===== src/rtl/dvp_pkg.sv =====
// Shared definitions for the DVP test-pattern transmitter: FSM encoding,
// pattern identifiers and the colour-bar palette.
package dvp_pkg;

    typedef enum logic [2:0] {
        ST_IDLE   = 3'd0,
        ST_VSYNC  = 3'd1,
        ST_VBACK  = 3'd2,
        ST_ACTIVE = 3'd3,
        ST_VFRONT = 3'd4
    } dvp_state_e;

    localparam logic [1:0] PAT_BARS  = 2'd0;
    localparam logic [1:0] PAT_GRAD  = 2'd1;
    localparam logic [1:0] PAT_CHECK = 2'd2;
    localparam logic [1:0] PAT_FCNT  = 2'd3;

    function automatic logic [15:0] bar_color(input logic [2:0] idx);
        logic [15:0] c;
        case (idx)
            3'd0:    c = 16'hFFFF;
            3'd1:    c = 16'hFFE0;
            3'd2:    c = 16'h07FF;
            3'd3:    c = 16'h07E0;
            3'd4:    c = 16'hF81F;
            3'd5:    c = 16'hF800;
            3'd6:    c = 16'h001F;
            default: c = 16'h0000;
        endcase
        return c;
    endfunction

endpackage


===== src/rtl/dvp_pattern_gen.sv =====
// Combinational RGB565 pixel generator: selects one of four test patterns
// from the pixel position, bar index and frame counter.
module dvp_pattern_gen
    import dvp_pkg::*;
(
    input  logic [1:0]  i_sel,
    input  logic [15:0] i_x,
    input  logic [15:0] i_y,
    input  logic [2:0]  i_bar,
    input  logic [7:0]  i_frame_cnt,
    output logic [15:0] o_pix
);

    always_comb begin
        o_pix = 16'h0000;
        case (i_sel)
            PAT_BARS:  o_pix = bar_color(i_bar);
            PAT_GRAD:  o_pix = i_x + i_y;
            PAT_CHECK: o_pix = (i_x[4] ^ i_y[4]) ? 16'hFFFF : 16'h0000;
            default:   o_pix = {i_frame_cnt, i_frame_cnt};
        endcase
    end

endmodule


===== src/rtl/dvp_pattern_tx.sv =====
// DVP test-pattern transmitter: frame timing FSM with line/clock counters and
// a registered RGB565 byte mux driving vsync, href and data.
module dvp_pattern_tx
    import dvp_pkg::*;
#(
    parameter int H_PIXEL  = 1024,
    parameter int V_PIXEL  = 768,
    parameter int H_BLANK  = 256,
    parameter int VS_LINES = 4,
    parameter int V_BACK   = 16,
    parameter int V_FRONT  = 8
) (
    input  logic       clk,
    input  logic       rst_n,
    input  logic       en,
    input  logic [1:0] pattern_sel,
    output logic       dvp_vsync,
    output logic       dvp_href,
    output logic [7:0] dvp_data,
    output logic       frame_done
);

    localparam int LINE_CYC = 2 * H_PIXEL + H_BLANK;
    localparam int CW       = $clog2(LINE_CYC);
    localparam int MAX_A    = (VS_LINES > V_BACK) ? VS_LINES : V_BACK;
    localparam int MAX_B    = (V_PIXEL > V_FRONT) ? V_PIXEL : V_FRONT;
    localparam int MAXL     = (MAX_A > MAX_B) ? MAX_A : MAX_B;
    localparam int LW       = (MAXL > 1) ? $clog2(MAXL) : 1;
    localparam int BAR_W    = H_PIXEL / 8;
    localparam int BW       = (BAR_W > 1) ? $clog2(BAR_W) : 1;

    localparam logic [CW-1:0] C_LAST = CW'(LINE_CYC - 1);
    localparam logic [CW-1:0] C_HREF = CW'(2 * H_PIXEL);
    localparam logic [LW-1:0] L_VS   = LW'(VS_LINES - 1);
    localparam logic [LW-1:0] L_VB   = LW'(V_BACK - 1);
    localparam logic [LW-1:0] L_ACT  = LW'(V_PIXEL - 1);
    localparam logic [LW-1:0] L_VF   = LW'(V_FRONT - 1);
    localparam logic [BW-1:0] B_LAST = BW'(BAR_W - 1);

    dvp_state_e    r_state;
    logic [CW-1:0] r_cnt;
    logic [LW-1:0] r_line;
    logic [2:0]    r_bar;
    logic [BW-1:0] r_bar_pix;
    logic [1:0]    r_sel;
    logic [7:0]    r_frame_cnt;

    dvp_state_e    w_state;
    logic [CW-1:0] w_cnt;
    logic [LW-1:0] w_line;
    logic [LW-1:0] w_last_line;
    logic [2:0]    w_bar;
    logic [BW-1:0] w_bar_pix;
    logic          w_frame_end;
    logic          w_href;
    logic [15:0]   w_pix;

    // Next position in the frame; outputs are registered from this so that
    // they line up with the counters on the same edge.
    always_comb begin
        w_state     = r_state;
        w_cnt       = r_cnt;
        w_line      = r_line;
        w_bar       = r_bar;
        w_bar_pix   = r_bar_pix;
        w_last_line = L_VF;
        case (r_state)
            ST_VSYNC:  w_last_line = L_VS;
            ST_VBACK:  w_last_line = L_VB;
            ST_ACTIVE: w_last_line = L_ACT;
            default:   w_last_line = L_VF;
        endcase
        w_frame_end = (r_state == ST_VFRONT) && (r_cnt == C_LAST) && (r_line == L_VF);

        if (r_state == ST_IDLE) begin
            if (en) begin
                w_state = ST_VSYNC;
                w_cnt   = '0;
                w_line  = '0;
            end
        end else if (r_cnt == C_LAST) begin
            w_cnt = '0;
            if (r_line == w_last_line) begin
                w_line = '0;
                case (r_state)
                    ST_VSYNC:  w_state = ST_VBACK;
                    ST_VBACK:  w_state = ST_ACTIVE;
                    ST_ACTIVE: w_state = ST_VFRONT;
                    default:   w_state = en ? ST_VSYNC : ST_IDLE;
                endcase
            end else begin
                w_line = r_line + 1'b1;
            end
        end else begin
            w_cnt = r_cnt + 1'b1;
        end

        // Bar index advances every BAR_W pixels, tracked by counting pixels
        if (w_cnt == '0) begin
            w_bar     = '0;
            w_bar_pix = '0;
        end else if (!w_cnt[0] && (w_cnt < C_HREF)) begin
            if (r_bar_pix == B_LAST) begin
                w_bar_pix = '0;
                w_bar     = r_bar + 1'b1;
            end else begin
                w_bar_pix = r_bar_pix + 1'b1;
            end
        end

        w_href = (w_state == ST_ACTIVE) && (w_cnt < C_HREF);
    end

    dvp_pattern_gen u_gen (
        .i_sel       (r_sel),
        .i_x         (16'(w_cnt >> 1)),
        .i_y         (16'(w_line)),
        .i_bar       (w_bar),
        .i_frame_cnt (r_frame_cnt),
        .o_pix       (w_pix)
    );

    always_ff @(posedge clk or negedge rst_n) begin
        if (!rst_n) begin
            r_state     <= ST_IDLE;
            r_cnt       <= '0;
            r_line      <= '0;
            r_bar       <= '0;
            r_bar_pix   <= '0;
            r_sel       <= '0;
            r_frame_cnt <= '0;
            dvp_vsync   <= 1'b0;
            dvp_href    <= 1'b0;
            dvp_data    <= 8'h00;
            frame_done  <= 1'b0;
        end else begin
            r_state   <= w_state;
            r_cnt     <= w_cnt;
            r_line    <= w_line;
            r_bar     <= w_bar;
            r_bar_pix <= w_bar_pix;
            if ((w_state == ST_VSYNC) && (r_state != ST_VSYNC))
                r_sel <= pattern_sel;
            if (w_frame_end)
                r_frame_cnt <= r_frame_cnt + 8'd1;
            dvp_vsync  <= (w_state == ST_VSYNC);
            dvp_href   <= w_href;
            dvp_data   <= w_href ? (w_cnt[0] ? w_pix[7:0] : w_pix[15:8]) : 8'h00;
            frame_done <= (w_state == ST_VFRONT) && (w_cnt == C_LAST) && (w_line == L_VF);
        end
    end

endmodule


===== config.mk =====
export PLATFORM = sky130hd
export DESIGN_NAME = dvp_pattern_tx
export DESIGN_NICKNAME = d
export VERILOG_FILES = /design/src/rtl/dvp_pkg.sv /design/src/rtl/dvp_pattern_gen.sv /design/src/rtl/dvp_pattern_tx.sv
export SDC_FILE = /design/constraint.sdc
export NUM_CORES = 1
export LEC_CHECK = 0
export CORE_ASPECT_RATIO = 1.4
export CORE_MARGIN = 3
export CORE_UTILIZATION = 66
export DETAILED_ROUTE_END_ITERATION = 10
export HOLD_SLACK_MARGIN = 0.03
export PLACE_DENSITY = 0.85
export SLEW_MARGIN = 20
export SYNTH_ARGS = -nofsm -noshare
export SYNTH_HDL_FRONTEND = slang
export SYNTH_SLANG_ARGS = --single-unit

===== constraint.sdc =====
create_clock -name clk -period 6.03 [get_ports clk]
set_input_delay 0.9045 -clock clk [delete_from_list [all_inputs] [get_ports clk]]
set_output_delay 0.9045 -clock clk [all_outputs]
set_load 0.03 [all_outputs]

# Word-level counts from Yosys, hierarchy flattened
# Index checks and enable logic that the tools add are counted.
# Widths: inputs -> output; s select.
dict set report word_totals {
  reg_bits 56
  input_bits 5
  out_inout_bits 11
  word_cells 79
}
dict set report op_classes {
  addsub 6
  magnitude_cmp 1
  n_eq_ne 22
  muxes 25
  n_bitwise 1
  reduce_logical 13
}
# operator count
set ops {}
lappend ops {{$pmux 16 s7} 1}
lappend ops {{$pmux 16 s3} 1}
lappend ops {{$mux 10} 4}
lappend ops {{$mux 12} 3}
lappend ops {{$pmux 10 s3} 1}
lappend ops {{$eq 12x12->1 const B} 2}
lappend ops {{$mux 3} 7}
lappend ops {{$mux 7} 3}
lappend ops {{$eq 10x3->1 const B} 2}
lappend ops {{$mux 16} 1}
lappend ops {{$mux 8} 2}
lappend ops {{$eq 3x2->1 const B} 5}
lappend ops {{$eq 3x3->1 const B} 5}
lappend ops {{$add 11x10->12} 1}
lappend ops {{$add 12x1->12 const B} 1}
lappend ops {{$logic_not 12->1} 1}
lappend ops {{$lt 12x12->1 const B} 1}
lappend ops {{$add 10x1->10 const B} 1}
lappend ops {{$eq 10x10->1} 1}
lappend ops {{$eq 3x1->1 const B} 3}
lappend ops {{$pmux 3 s3} 1}
lappend ops {{$add 8x1->8 const B} 1}
lappend ops {{$add 7x1->7 const B} 1}
lappend ops {{$eq 7x7->1 const B} 1}
lappend ops {{11 further kinds} 18}

# Longest topological paths before layout
dict set report logic_depth {
  word_depth 12
  ltp_mapped 17
  depth_no_buf 16
}

# Cells and area by module
# A second synthesis with hierarchy kept.
dict set report hier_totals {
  cells_unflattened 500
  hier_area_um2 4361.7
}
# module n_inst cells_per_inst area_per_inst_um2 seq_area_each_um2
set modules_own_cells {}
lappend modules_own_cells {dvp_pattern_tx 1 337 3266.9 1401.3}
lappend modules_own_cells {dvp_pattern_gen 1 163 1094.8 0.0}

# Worst setup path after synthesis
# No wires, ideal clock.
dict set report synth_path {
  path_kind {reg2reg}
  startpoint {register r_line[7]}
  endpoint {register dvp_data[2]}
  arrival_time_ns 3.901
  required_ns 5.952
  slack_ns 2.052
  stages_incl_launch_ff 17
  path_buffers 0
  period_less_slack_ns 3.978
  cell_sequence {dfrtp_1 -> or4_1 -> or3_4 -> a2111oi_4 -> nor3_1 -> mux2_2 -> ha_1 -> inv_1 -> fa_1 -> nor2b_1 -> o21ai_0 -> a21oi_1 -> o41ai_1 -> o21ai_0 -> xnor2_1 -> a211o_1 -> a21oi_1}
}
dict set report synth_between {
  word_cells_on_any_way 17
  classes_between {add/sub: 2; eq/ne: 2; mux: 11; bitwise: 1; reduce/logical: 1}
}
# element line_no
set synth_rtl {}
lappend synth_rtl {{from (decl)} dvp_pattern_tx.sv:42} ;# logic [LW-1:0] r_line;
lappend synth_rtl {{from (signal assigned)} dvp_pattern_tx.sv:139} ;# r_line <= w_line;
lappend synth_rtl {{$eq 10x10->1} dvp_pattern_tx.sv:83} ;# if (r_line == w_last_line) begin
lappend synth_rtl {{$mux 10} dvp_pattern_tx.sv:83}
lappend synth_rtl {{$mux 10} dvp_pattern_tx.sv:81} ;# end else if (r_cnt == C_LAST) begin
lappend synth_rtl {{$mux 10} dvp_pattern_tx.sv:75} ;# if (r_state == ST_IDLE) begin
lappend synth_rtl {{net u_gen.i_y[0]} dvp_pattern_gen.sv:8} ;# input logic [15:0] i_y,
lappend synth_rtl {{$add 11x10->12} dvp_pattern_gen.sv:18} ;# PAT_GRAD: o_pix = i_x + i_y;
lappend synth_rtl {{$pmux 16 s3} dvp_pattern_gen.sv:16} ;# case (i_sel)
lappend synth_rtl {{$mux 8 (2 in series)} dvp_pattern_tx.sv:148} ;# dvp_data <= w_href ? (w_cnt[0] ? w_pix[7:0] : w_pix[15:8]) : 8'h00;
lappend synth_rtl {{to (signal assigned)} dvp_pattern_tx.sv:148}
lappend synth_rtl {{to (decl)} dvp_pattern_tx.sv:19} ;# output logic [7:0] dvp_data,
# The timed path passes the listed nets, and every way through them passes these cells.
# A chain may end at the register's enable or synchronous reset.

# Worst setup path after layout
dict set report layout_path {
  startpoint {register r_state[1]}
  endpoint {register dvp_data[2]}
}
dict set report layout_between {
  elab_chain_len 11
  word_cells_on_any_way 37
  classes_between {add/sub: 1; order compare: 1; eq/ne: 11; mux: 17; bitwise: 1; reduce/logical: 6}
}
# element line_no
set layout_rtl {}
lappend layout_rtl {{from (decl)} dvp_pattern_tx.sv:40} ;# dvp_state_e r_state;
lappend layout_rtl {{from (signal assigned)} dvp_pattern_tx.sv:137} ;# r_state <= w_state;
lappend layout_rtl {{$eq 3x2->1 or $eq 3x1->1 (tied branches)} dvp_pattern_tx.sv:67} ;# case (r_state)
lappend layout_rtl {{$pmux 10 s3} dvp_pattern_tx.sv:67}
lappend layout_rtl {{$eq 10x10->1} dvp_pattern_tx.sv:83}
lappend layout_rtl {{$mux 10} dvp_pattern_tx.sv:83}
lappend layout_rtl {{$mux 10} dvp_pattern_tx.sv:81}
lappend layout_rtl {{$mux 10 (*)} dvp_pattern_tx.sv:75}
lappend layout_rtl {{net u_gen.i_y[4]} dvp_pattern_gen.sv:8}
lappend layout_rtl {{branches (longest 2 deep; another with $add 11x10->12)} n/a}
lappend layout_rtl {{$pmux 16 s3 (*)} dvp_pattern_gen.sv:16}
lappend layout_rtl {{$mux 8 (*) (2 in series)} dvp_pattern_tx.sv:148}
# Mark *: on every way through the listed nets, which the timed path passes.

==> flow_summary.yaml <==
drt:
  via_count: 3537
  routed_wl_um: 9510
  first_iter_violations: 384
  drcViolationCount: 0
  met2_length_um: 4810
  wirelength_met1_um: 3800
  drtAntennaViolNets: 0
  drt_pass1_iterations: 6
  dr_wl_met3_um: 518
  routed.top_layer: "met4"
  viasPerCell: 6.76
  routedWlPerCell_um: 18.2
status:
  run_status: "complete, no violations"
pwr:
  p_per_area_nw_per_um2: 155
  p_leak_nw: 1.80
  power_mw: 0.658
  peakVddDrop_v: 0.000164
final_layout:
  areaGrowthSynthToFinish_pct: 5.48
  nNetsFinal: 473
  drive_above_1_share_pct: 9.93
  antenna_cells: 0
  layout_commonest_cell: "dfrtp_1"
  mostFrequentLayoutCells: "dfrtp_1, nand2_1, o21ai_0"
  fillers: 453
  final_area_um2: 4240
timing:
  max_freq_ghz: 0.217
  hold_viol_final: 0
  clock_skew_ns: 0.00770
  rsz0062_at_grt: "no"
  min_period_over_period_pct: 76.3
  fin_crit_ns: 4.60
  slew_viol_final: 0
  fin_setup_tns_ns: 0
  relSlewSlack_pct: 33.2
  tightest_slew_ns: 0.996
  setup_violations: 0
clocking:
  cts_resized: 0
  cts_root_buf: "clkbuf_8"
  clkTransAtPathRegs_ns: 0.11
  postCtsSetupBuffers: 0
  cts_buffer_depth: 2
  clk-insertion-delay-late_ns: 0.31
  cts_made_buffers: 5
  clkSinkCount: 56
  tritoncts: "done"
  postCtsHoldBufs: 0
  cts_max_level: 2
die:
  num_io_pins: 16
  start_util_pct: 68.5
  die_w_um: 72.0
  num_rows: 33
  core_area_um2: 5860
  die_h_um: 98.3
  die_area_um2: 7070
setup_path:
  critical_path_class: "reg2reg"
  cp_max_fo: 13
  reg2reg_slack_ns: 1.43
  critPathTopFamily: "compound AO/OA/AOI/OAI gates"
  worstPathBufferInverterCount: 0
  cp-end-kind: "register"
  cp.required_ns: 6.26
  critPathMaxStageDelay_ns: 0.53
  crit_path_frequent_cell: "o21ai_0"
  worstReg2RegStart: "r_state[1]"
  cp_slowest_cell: "dfrtp_1"
  cp_cell_sequence: "or2b_2, or4_4, a2111o_1, o21ai_2, or3_1, o21ai_0, ha_1, o21ai_0, a21oi_1, o41ai_1, o21ai_0, xnor2_1, a211o_1, a21oi_1"
  regToRegEndpoint: "dvp_data[2]"
  cp-start-kind: "register"
  worstPathArrival_ns: 4.83
  r2r_cells: 14
synthesis:
  synth_edf_count: 0
  netlist_area_um2: 4020
  synthDistinctLibCells: 78
  netlist.area_leader.share_pct: 34.9
  yosys_warnings: 0
  synth-seq-cells: 56
  ys_seq_area_share_pct: 34.9
  synth_ff_type: "dfrtp_1"
  synth_async_sr_flop_share_pct: 100
  syn_inst: 451
  synth.net_count: 472
  yosysTopAreaCell: "dfrtp_1"
  netlist_top_cells_area: "dfrtp_1, ha_1, o21ai_0"
  avgSynthCellArea_um2: 8.91
global_route:
  grt_pass1_vias: 3475
  grt_pass1_wl_um: 16300
  grt_max_degree: 57
  grt_overflow_total: 0
  antenna_found_initial: 0
  grt.total_usage_pct: 28.8
run:
  cap_violations: 0
min_path:
  worstHoldEndpoint: "r_frame_cnt[7]"
  hp-class: "reg2reg"
  min-delay-start: "r_frame_cnt[7]"
  hold_depth: 1
place:
  hpwl_um: 7120
  place_congestion: 0.991
  dpl_cell_area_um2: 4120
  numPortBuffers: 15
-- power by group --
group,internal (mW),leakage (nW),switching [mW]
clock,0.125,0.0548,0.129
combinational,0.00902,1.03,0.0150
sequential,0.376,0.711,0.00369
total,0.510,1.80,0.148
-- state kept, by name (all words and copies together), names as in the netlist --
name and cells:
dvp_data 8, dvp_href 1, dvp_vsync 1, frame_done 1
r_bar 3, r_bar_pix 7, r_cnt 12, r_frame_cnt 8
r_line 10, r_sel 2, r_state 3
-- synth_stat cells, types with 5 or more instances --
| cell type | n |
|---|---|
| dfrtp_1 | 56 |
| nand2_1 | 35 |
| o21ai_0 | 30 |
| nor2_1 | 28 |
| a21oi_1 | 24 |
| inv_1 | 23 |
| clkbuf_1 | 17 |
| nand3_1 | 17 |
| ha_1 | 15 |
| nor3_1 | 14 |
| xnor2_1 | 14 |
| nand4_1 | 13 |
| a21o_1 | 10 |
| and3_1 | 10 |
| nor4_1 | 8 |
| nor2b_1 | 7 |
| o211ai_1 | 7 |
| o31ai_1 | 7 |
| a31oi_1 | 6 |
| xor2_1 | 6 |
| mux2_2 | 5 |
-- worst max path at each step --
stage / depth (start not counted) / startpoint / slack, ns / end
after floorplan: 16 / r_line[7] / 2.05 / dvp_data[2]
after global placement: 14 / en / 1.51 / dvp_data[1]
after detailed placement: 14 / en / 1.41 / dvp_data[1]
after CTS: 14 / r_state[1] / 1.50 / dvp_data[2]
after global routing: 14 / r_state[1] / 0.97 / dvp_data[2]
final: 14 / r_state[1] / 1.43 / dvp_data[2]
-- through the flow --
step	worst slack (ns)	utilization (%)	hold WS [ns]	cells
final	1.43	72.3	0.490	523
after global routing	0.966	72.3	0.525	523
after CTS	1.50	72.2	0.493	523
after detailed placement	1.41	70.2	0.475	515
after global placement	1.51	70.2	0.477	515
after floorplan	2.05	-	0.446	451
-- routing by layer --
metal / vias up / global-route usage [%]
li1: 1681 / -
met1: 1663 / 35.2
met2: 158 / 49.2
met3: 35 / 4.43
met4: 0 / 13.3
met5: - / 0
-- worst register-to-register path, delay by kind of cell, from the launching register on --
family / cells / cell delay [ns]
flip-flops: 1 / 0.53
XOR/XNOR: 1 / 0.16
AO/OA/AOI/OAI: 9 / 2.35
AND/OR/NAND/NOR: 3 / 1.07
adder cells (fa/ha/maj): 1 / 0.42
-- kinds of logic (layout without fill, tap and decap cells) --
family / count (synthesis) / in the layout / synth area share [%]
buffers and inverters: 48 / 50 / 6.23
and+or+nand+nor: 177 / 177 / 25.4
adders and majority gates: 16 / 16 / 5.17
AOI/OAI and AO/OA: 127 / 127 / 22.1
xor gates and xnor gates: 20 / 20 / 4.36
muxes: 7 / 7 / 1.90
DFF: 56 / 56 / 34.9
-- final cells by class --
class	instances	area (µm²)	area share [%]
Clock buffer	5	68.8	1.62
Clock inverter	3	46.3	1.09
Inverter	23	86.3	2.04
Multi-Input combinational cell	347	2370	56.0
Sequential cell	56	1400	33.1
Tap cell	70	87.6	2.07
Timing Repair Buffer	19	175	4.13
Power figures use the tool's default switching activity.
